**src/rtl/membus_pkg.sv**
```systemverilog
// Shared constants for the memory-bus arbiter slice: bus widths and master port indices.
package membus_pkg;

    localparam int unsigned MEMBUS_ADDR_WIDTH  = 18;
    localparam int unsigned MEMBUS_DATA_WIDTH  = 32;
    localparam int unsigned MEMBUS_BSEL_WIDTH  = MEMBUS_DATA_WIDTH / 8;
    localparam int unsigned MEMBUS_NUM_MASTERS = 3;

    localparam int unsigned MEMBUS_M_CPU    = 0;
    localparam int unsigned MEMBUS_M_LAYER1 = 1;
    localparam int unsigned MEMBUS_M_LAYER2 = 2;

    // Round-robin successor among fetcher ports 1..num-1 (wraps back to 1).
    function automatic int unsigned membus_rr_next(input int unsigned idx, input int unsigned num);
        return (idx + 1 >= num) ? 1 : idx + 1;
    endfunction

endpackage

```
**src/rtl/membus_rr_pick.sv**
```systemverilog
// Round-robin picker over the fetcher ports 1..NUM_MASTERS-1.
// Only built when MEMBUS_RR_EN is defined. Bit k of req/gnt_c is fetcher port k+1;
// ptr holds the absolute port number (1..NUM_MASTERS-1) that has first claim.
`ifdef MEMBUS_RR_EN
module membus_rr_pick #(
    parameter int unsigned NUM_MASTERS = 3,
    parameter int unsigned IDX_W       = 2
) (
    input  logic [NUM_MASTERS-2:0] req,
    input  logic [IDX_W-1:0]       ptr,
    output logic [NUM_MASTERS-2:0] gnt_c
);

    localparam int unsigned NUM_FETCH = NUM_MASTERS - 1;

    // Scan fetchers starting at ptr, first requester wins.
    always_comb begin
        int unsigned pos;
        logic        found;
        gnt_c = '0;
        found = 1'b0;
        pos   = 0;
        for (int unsigned off = 0; off < NUM_FETCH; off++) begin
            pos = (32'(ptr) - 1 + off) % NUM_FETCH;
            if (!found && req[pos]) begin
                gnt_c[pos] = 1'b1;
                found      = 1'b1;
            end
        end
    end

endmodule
`endif

```
**src/rtl/membus_arbiter.sv**
```systemverilog
// Single-cycle memory bus arbiter: combinational grant, registered one-cycle ack.
// Port 0 (CPU) has absolute priority; fetcher ports use fixed lowest-index priority,
// or round-robin when MEMBUS_RR_EN is defined.
module membus_arbiter
    import membus_pkg::*;
#(
    parameter int unsigned NUM_MASTERS = MEMBUS_NUM_MASTERS,
    parameter int unsigned ADDR_WIDTH  = MEMBUS_ADDR_WIDTH
) (
    input  logic                                     clk,
    input  logic                                     rst_n,
    input  logic [NUM_MASTERS-1:0]                   m_strobe,
    input  logic [NUM_MASTERS*ADDR_WIDTH-1:0]        m_addr,
    input  logic [NUM_MASTERS-1:0]                   m_write,
    input  logic [NUM_MASTERS*MEMBUS_DATA_WIDTH-1:0] m_wrdata,
    input  logic [NUM_MASTERS*MEMBUS_BSEL_WIDTH-1:0] m_bytesel,
    output logic [NUM_MASTERS-1:0]                   m_ack,
    output logic [MEMBUS_DATA_WIDTH-1:0]             m_rddata,
    output logic                                     mem_strobe,
    output logic [ADDR_WIDTH-1:0]                    mem_addr,
    output logic                                     mem_write,
    output logic [MEMBUS_DATA_WIDTH-1:0]             mem_wrdata,
    output logic [MEMBUS_BSEL_WIDTH-1:0]             mem_bytesel,
    input  logic [MEMBUS_DATA_WIDTH-1:0]             mem_rddata
);

    localparam int unsigned IDX_W = (NUM_MASTERS > 2) ? $clog2(NUM_MASTERS) : 1;

    logic [NUM_MASTERS-1:0] ack_q;
    logic [NUM_MASTERS-1:0] elig_c;
    logic [NUM_MASTERS-1:0] fetch_gnt_c;
    logic [NUM_MASTERS-1:0] gnt_c;

    // A master being acked this cycle must not be re-issued until the next one.
    assign elig_c = m_strobe & ~ack_q;

`ifdef MEMBUS_RR_EN
    logic [IDX_W-1:0]       ptr_q;
    logic [IDX_W-1:0]       ptr_next_c;
    logic [NUM_MASTERS-2:0] rr_gnt_c;

    membus_rr_pick #(
        .NUM_MASTERS (NUM_MASTERS),
        .IDX_W       (IDX_W)
    ) u_rr_pick (
        .req   (elig_c[NUM_MASTERS-1:1]),
        .ptr   (ptr_q),
        .gnt_c (rr_gnt_c)
    );

    assign fetch_gnt_c = {rr_gnt_c, 1'b0};

    // Pointer moves just past the fetcher that won this cycle.
    always_comb begin
        ptr_next_c = ptr_q;
        for (int unsigned i = 1; i < NUM_MASTERS; i++) begin
            if (gnt_c[i]) begin
                ptr_next_c = IDX_W'(membus_rr_next(i, NUM_MASTERS));
            end
        end
    end

    // Round-robin pointer register, restarts at the first fetcher.
    always_ff @(posedge clk or negedge rst_n) begin
        if (!rst_n) begin
            ptr_q <= IDX_W'(1);
        end else begin
            ptr_q <= ptr_next_c;
        end
    end
`else
    // Fixed priority among fetchers: lowest eligible index wins.
    always_comb begin
        fetch_gnt_c = '0;
        for (int i = NUM_MASTERS - 1; i >= 1; i--) begin
            if (elig_c[i]) begin
                fetch_gnt_c = NUM_MASTERS'(1) << i;
            end
        end
    end
`endif

    // CPU port overrides any fetcher; nothing is granted while reset is held.
    always_comb begin
        gnt_c = '0;
        if (rst_n) begin
            gnt_c = elig_c[0] ? NUM_MASTERS'(1) : fetch_gnt_c;
        end
    end

    // One-hot mux of the granted master onto the memory side; all zero when idle.
    always_comb begin
        mem_strobe  = |gnt_c;
        mem_addr    = '0;
        mem_write   = 1'b0;
        mem_wrdata  = '0;
        mem_bytesel = '0;
        for (int i = 0; i < NUM_MASTERS; i++) begin
            if (gnt_c[i]) begin
                mem_addr    = m_addr[i*ADDR_WIDTH +: ADDR_WIDTH];
                mem_write   = m_write[i];
                mem_wrdata  = m_wrdata[i*MEMBUS_DATA_WIDTH +: MEMBUS_DATA_WIDTH];
                mem_bytesel = m_bytesel[i*MEMBUS_BSEL_WIDTH +: MEMBUS_BSEL_WIDTH];
            end
        end
    end

    // Ack is the grant delayed by one cycle; reset drops any in-flight ack.
    always_ff @(posedge clk or negedge rst_n) begin
        if (!rst_n) begin
            ack_q <= '0;
        end else begin
            ack_q <= gnt_c;
        end
    end

    assign m_ack    = ack_q;
    assign m_rddata = rst_n ? mem_rddata : '0;

endmodule
```
**config.mk**
```make
export PLATFORM = sky130hd
export DESIGN_NAME = membus_arbiter
export DESIGN_NICKNAME = d
export VERILOG_FILES = /design/src/rtl/membus_pkg.sv /design/src/rtl/membus_rr_pick.sv /design/src/rtl/membus_arbiter.sv
export SDC_FILE = /design/constraint.sdc
export NUM_CORES = 1
export LEC_CHECK = 0
export CORE_AREA = 3 3 111 113
export CTS_CLUSTER_SIZE = 28
export DETAILED_ROUTE_END_ITERATION = 6
export DIE_AREA = 0 0 114 116
export HOLD_SLACK_MARGIN = 0.03
export PLACE_DENSITY = 0.72
export SLEW_MARGIN = 0
export SYNTH_ARGS = -nofsm -noshare
export SYNTH_HDL_FRONTEND = slang
export SYNTH_HIERARCHICAL = 1
export SYNTH_SLANG_ARGS = --single-unit
```
**constraint.sdc**
```tcl
create_clock -name clk -period 2.65 [get_ports clk]
set_input_delay 0.795 -clock clk [delete_from_list [all_inputs] [get_ports clk]]
set_output_delay 0.795 -clock clk [all_outputs]
set_load 0.005 [all_outputs]
```
==> results.cfg <==
[yosys]
syn_area_sq_um = 1840
yosys_warnings = 6
synthCells = 182
synth_xor_area_share_pct = 0
synth_compound_area_share_pct = 30.3
synth_top_family_by_area = multiplexers
syn_nets = 384
ys_types = 18
synthAdderAreaFrac_pct = 0
seq_area_frac_synth_pct = 4.08
syn_area_per_cell_sq_um = 10.1
ys_ff_latch = 3
synth-simple-area-share_pct = 14.1
synth.area.mux_share_pct = 41.6

[floorplanning]
core_sq_um = 11400
ios = 293
num_rows = 39
die_h_um = 116
start_util_pct = 16.1
fp.dieW_um = 114
die_area_sq_um = 13200

[cells_and_area]
final_common_cell = clkdlybuf4s50_1
diodes = 0
n_fill_cell = 1063
largest_reg_flops = 3
fin_area_sq_um = 5650
drive_above_1_share_pct = 34.1
stdcell_count = 639
finalNetCount = 699
final_cell_mix = clkdlybuf4s50_1, buf_6, a32o_1, mux2_4, and2_1
area_growth_pct = 207

[status]
outcome = finished with violations
violations = setup timing

[sta]
relSlewSlack_pct = 75.3
worst_pin_slew_ns = 0.370
rsz0062_at_grt = yes
setup_viol = 55
hold_violations = 0
min_period_ns = 2.90
hold_ws_ns = 0.549
fmax_mhz = 345
drv_slew = 0
skew_ns = 0.000769
finalCritPeriodShare_pct = 109
fin_ws_ns = -0.246

[routing]
drt-initial-drc-count = 103
routed-via-count = 2928
drt_drc_violations_left = 0
drt_pass1_iterations = 4
vias_per_cell = 4.58
wl_per_cell_um = 19.2
wl_mm = 12.3
ant_nets = 0

[critical_path]
cp-end-kind = output port
worst-setup-path-type = input pin to output port
ff2ff_setup_slack_ns = 1.46
reg2reg_depth = 5
r2r-start = m_ack[1]$_DFF_PN0_
critPathArrivalTime_ns = 2.10
start_kind = input pin
rr_endpoint = m_ack[2]$_DFF_PN0_
crit_path_max_fanout = 6
crit_required_ns = 1.86

[clock_network]
cts_max_path_buffers = 2
cts_tree = built
clkLatencyLatePin_ns = 0.22
root_buffer = clkbuf_16
postCtsHoldBufs = 0
numCtsBuffers = 3
clk_pin_slew_ns = 0.03
h-tree-depth = 1
clock_sinks = 3

[pwr]
ir_worst_vdd_mv = 0.171
power_density_nw_per_um2 = 214
p_leak_nw = 2.59

[placement]
gp_congestion = 0.770
dp_cells = 610
place_ws_ns = -0.873
hpwl_mm = 8.86
place_area_sq_um = 5000
io_buffer_count = 292

[global_routing]
antenna_found_initial = 0
grt_overflow = 0
grt_pass1_vias = 3135
grt_usage_pct = 16.9
grt_first_pass_wirelength_mm = 17.4
grt_max_degree = 33

[flow_run]
cap_violations = 0

[min_path]
hold_path_class = input pin to async pin
per-stage QoR:
step                      TNS [ns]  total power, W  utilization (%)
after floorplan                  0        0.000311                -
after CTS                   -10.16         0.00123             50.0
after detailed placement    -58.76        0.000861             43.8
final                        -8.95         0.00121             49.5
after global routing        -10.41         0.00127             49.5
after global placement      -57.98        0.000852             43.8
how the worst max path moves through the flow:
| stage | slack (ns) | cells past startpoint | start | endpoint |
|---|---|---|---|---|
| 6_report | -0.25 | 8 | rst_n | mem_bytesel[2] |
| 3_3_place_gp | -0.87 | 7 | m_strobe[2] | mem_addr[6] |
| 3_5_place_dp | -0.87 | 7 | m_strobe[0] | mem_bytesel[3] |
| 4_1_cts | -0.25 | 8 | rst_n | mem_bytesel[2] |
| 5_1_grt | -0.27 | 8 | m_strobe[1] | mem_wrdata[13] |
| 2_1_floorplan | 0.11 | 5 | m_strobe[2] | mem_addr[0] |
area by class of cell:
cell class | instances | area [sq um] | share of cell area [%]
timing repair buffer | 337 | 3660 | 64.8
clock buffer | 4 | 78.8 | 1.39
tap | 143 | 179 | 3.17
inverter | 1 | 3.75 | 0.0664
multi-input combinational | 151 | 1650 | 29.3
sequential | 3 | 75.1 | 1.33
worst max-delay path, stage by stage:
cell	delay, ns
buf_8	0.10
and3b_4	0.21
buf_12	0.14
buf_12	0.13
buf_16	0.13
a32o_1	0.21
mux2_4	0.26
buf_6	0.12
metal layers:
metal	share of wire, %	global-route usage [%]	wire length, um	up-vias
met5	0	0	0	-
met4	0.96	3.17	118	0
met3	7.8	3.86	955	8
met2	54	32.1	6600	144
met1	37	19.3	4600	1394
li1	-	-	-	1382
kinds of logic (layout without fill, tap and decap cells):
logic type | Yosys count | after routing
and+or+nand+nor | 40 | 40
DFF | 3 | 3
buffers and inverters | 28 | 342
muxes | 55 | 55
AOI/OAI and AO/OA | 56 | 56
cell usage after synthesis:
cell,count,area [sq um]
a32o_1,55,551
and2_1,33,206
and3b_1,2,17.5
buf_1,1,3.75
buf_2,6,30.0
buf_4,4,30.0
buf_6,7,78.8
clkbuf_1,9,33.8
dfrtp_1,3,75.1
inv_2,1,3.75
mux2_2,16,180
mux2_4,39,586
nand2_1,1,3.75
nand2b_1,1,6.26
nand2b_4,1,13.8
nand4_1,1,6.26
nor2b_1,1,6.26
o21a_1,1,7.51
repair_timing:
action,in CTS,in global routing
endpoints found under the setup margin,88,57
pin swaps,57,2
setup buffers,16,1
resized for setup,366,10
gates cloned,12,0
report_power, final:
group          switching (W)  internal (W)  total (W)
Sequential        0.00000213     0.0000483  0.0000504
Clock              0.0000393      0.000198   0.000238
Combinational       0.000266      0.000657   0.000923
Note: power is estimated with default switching activity, not from simulation.
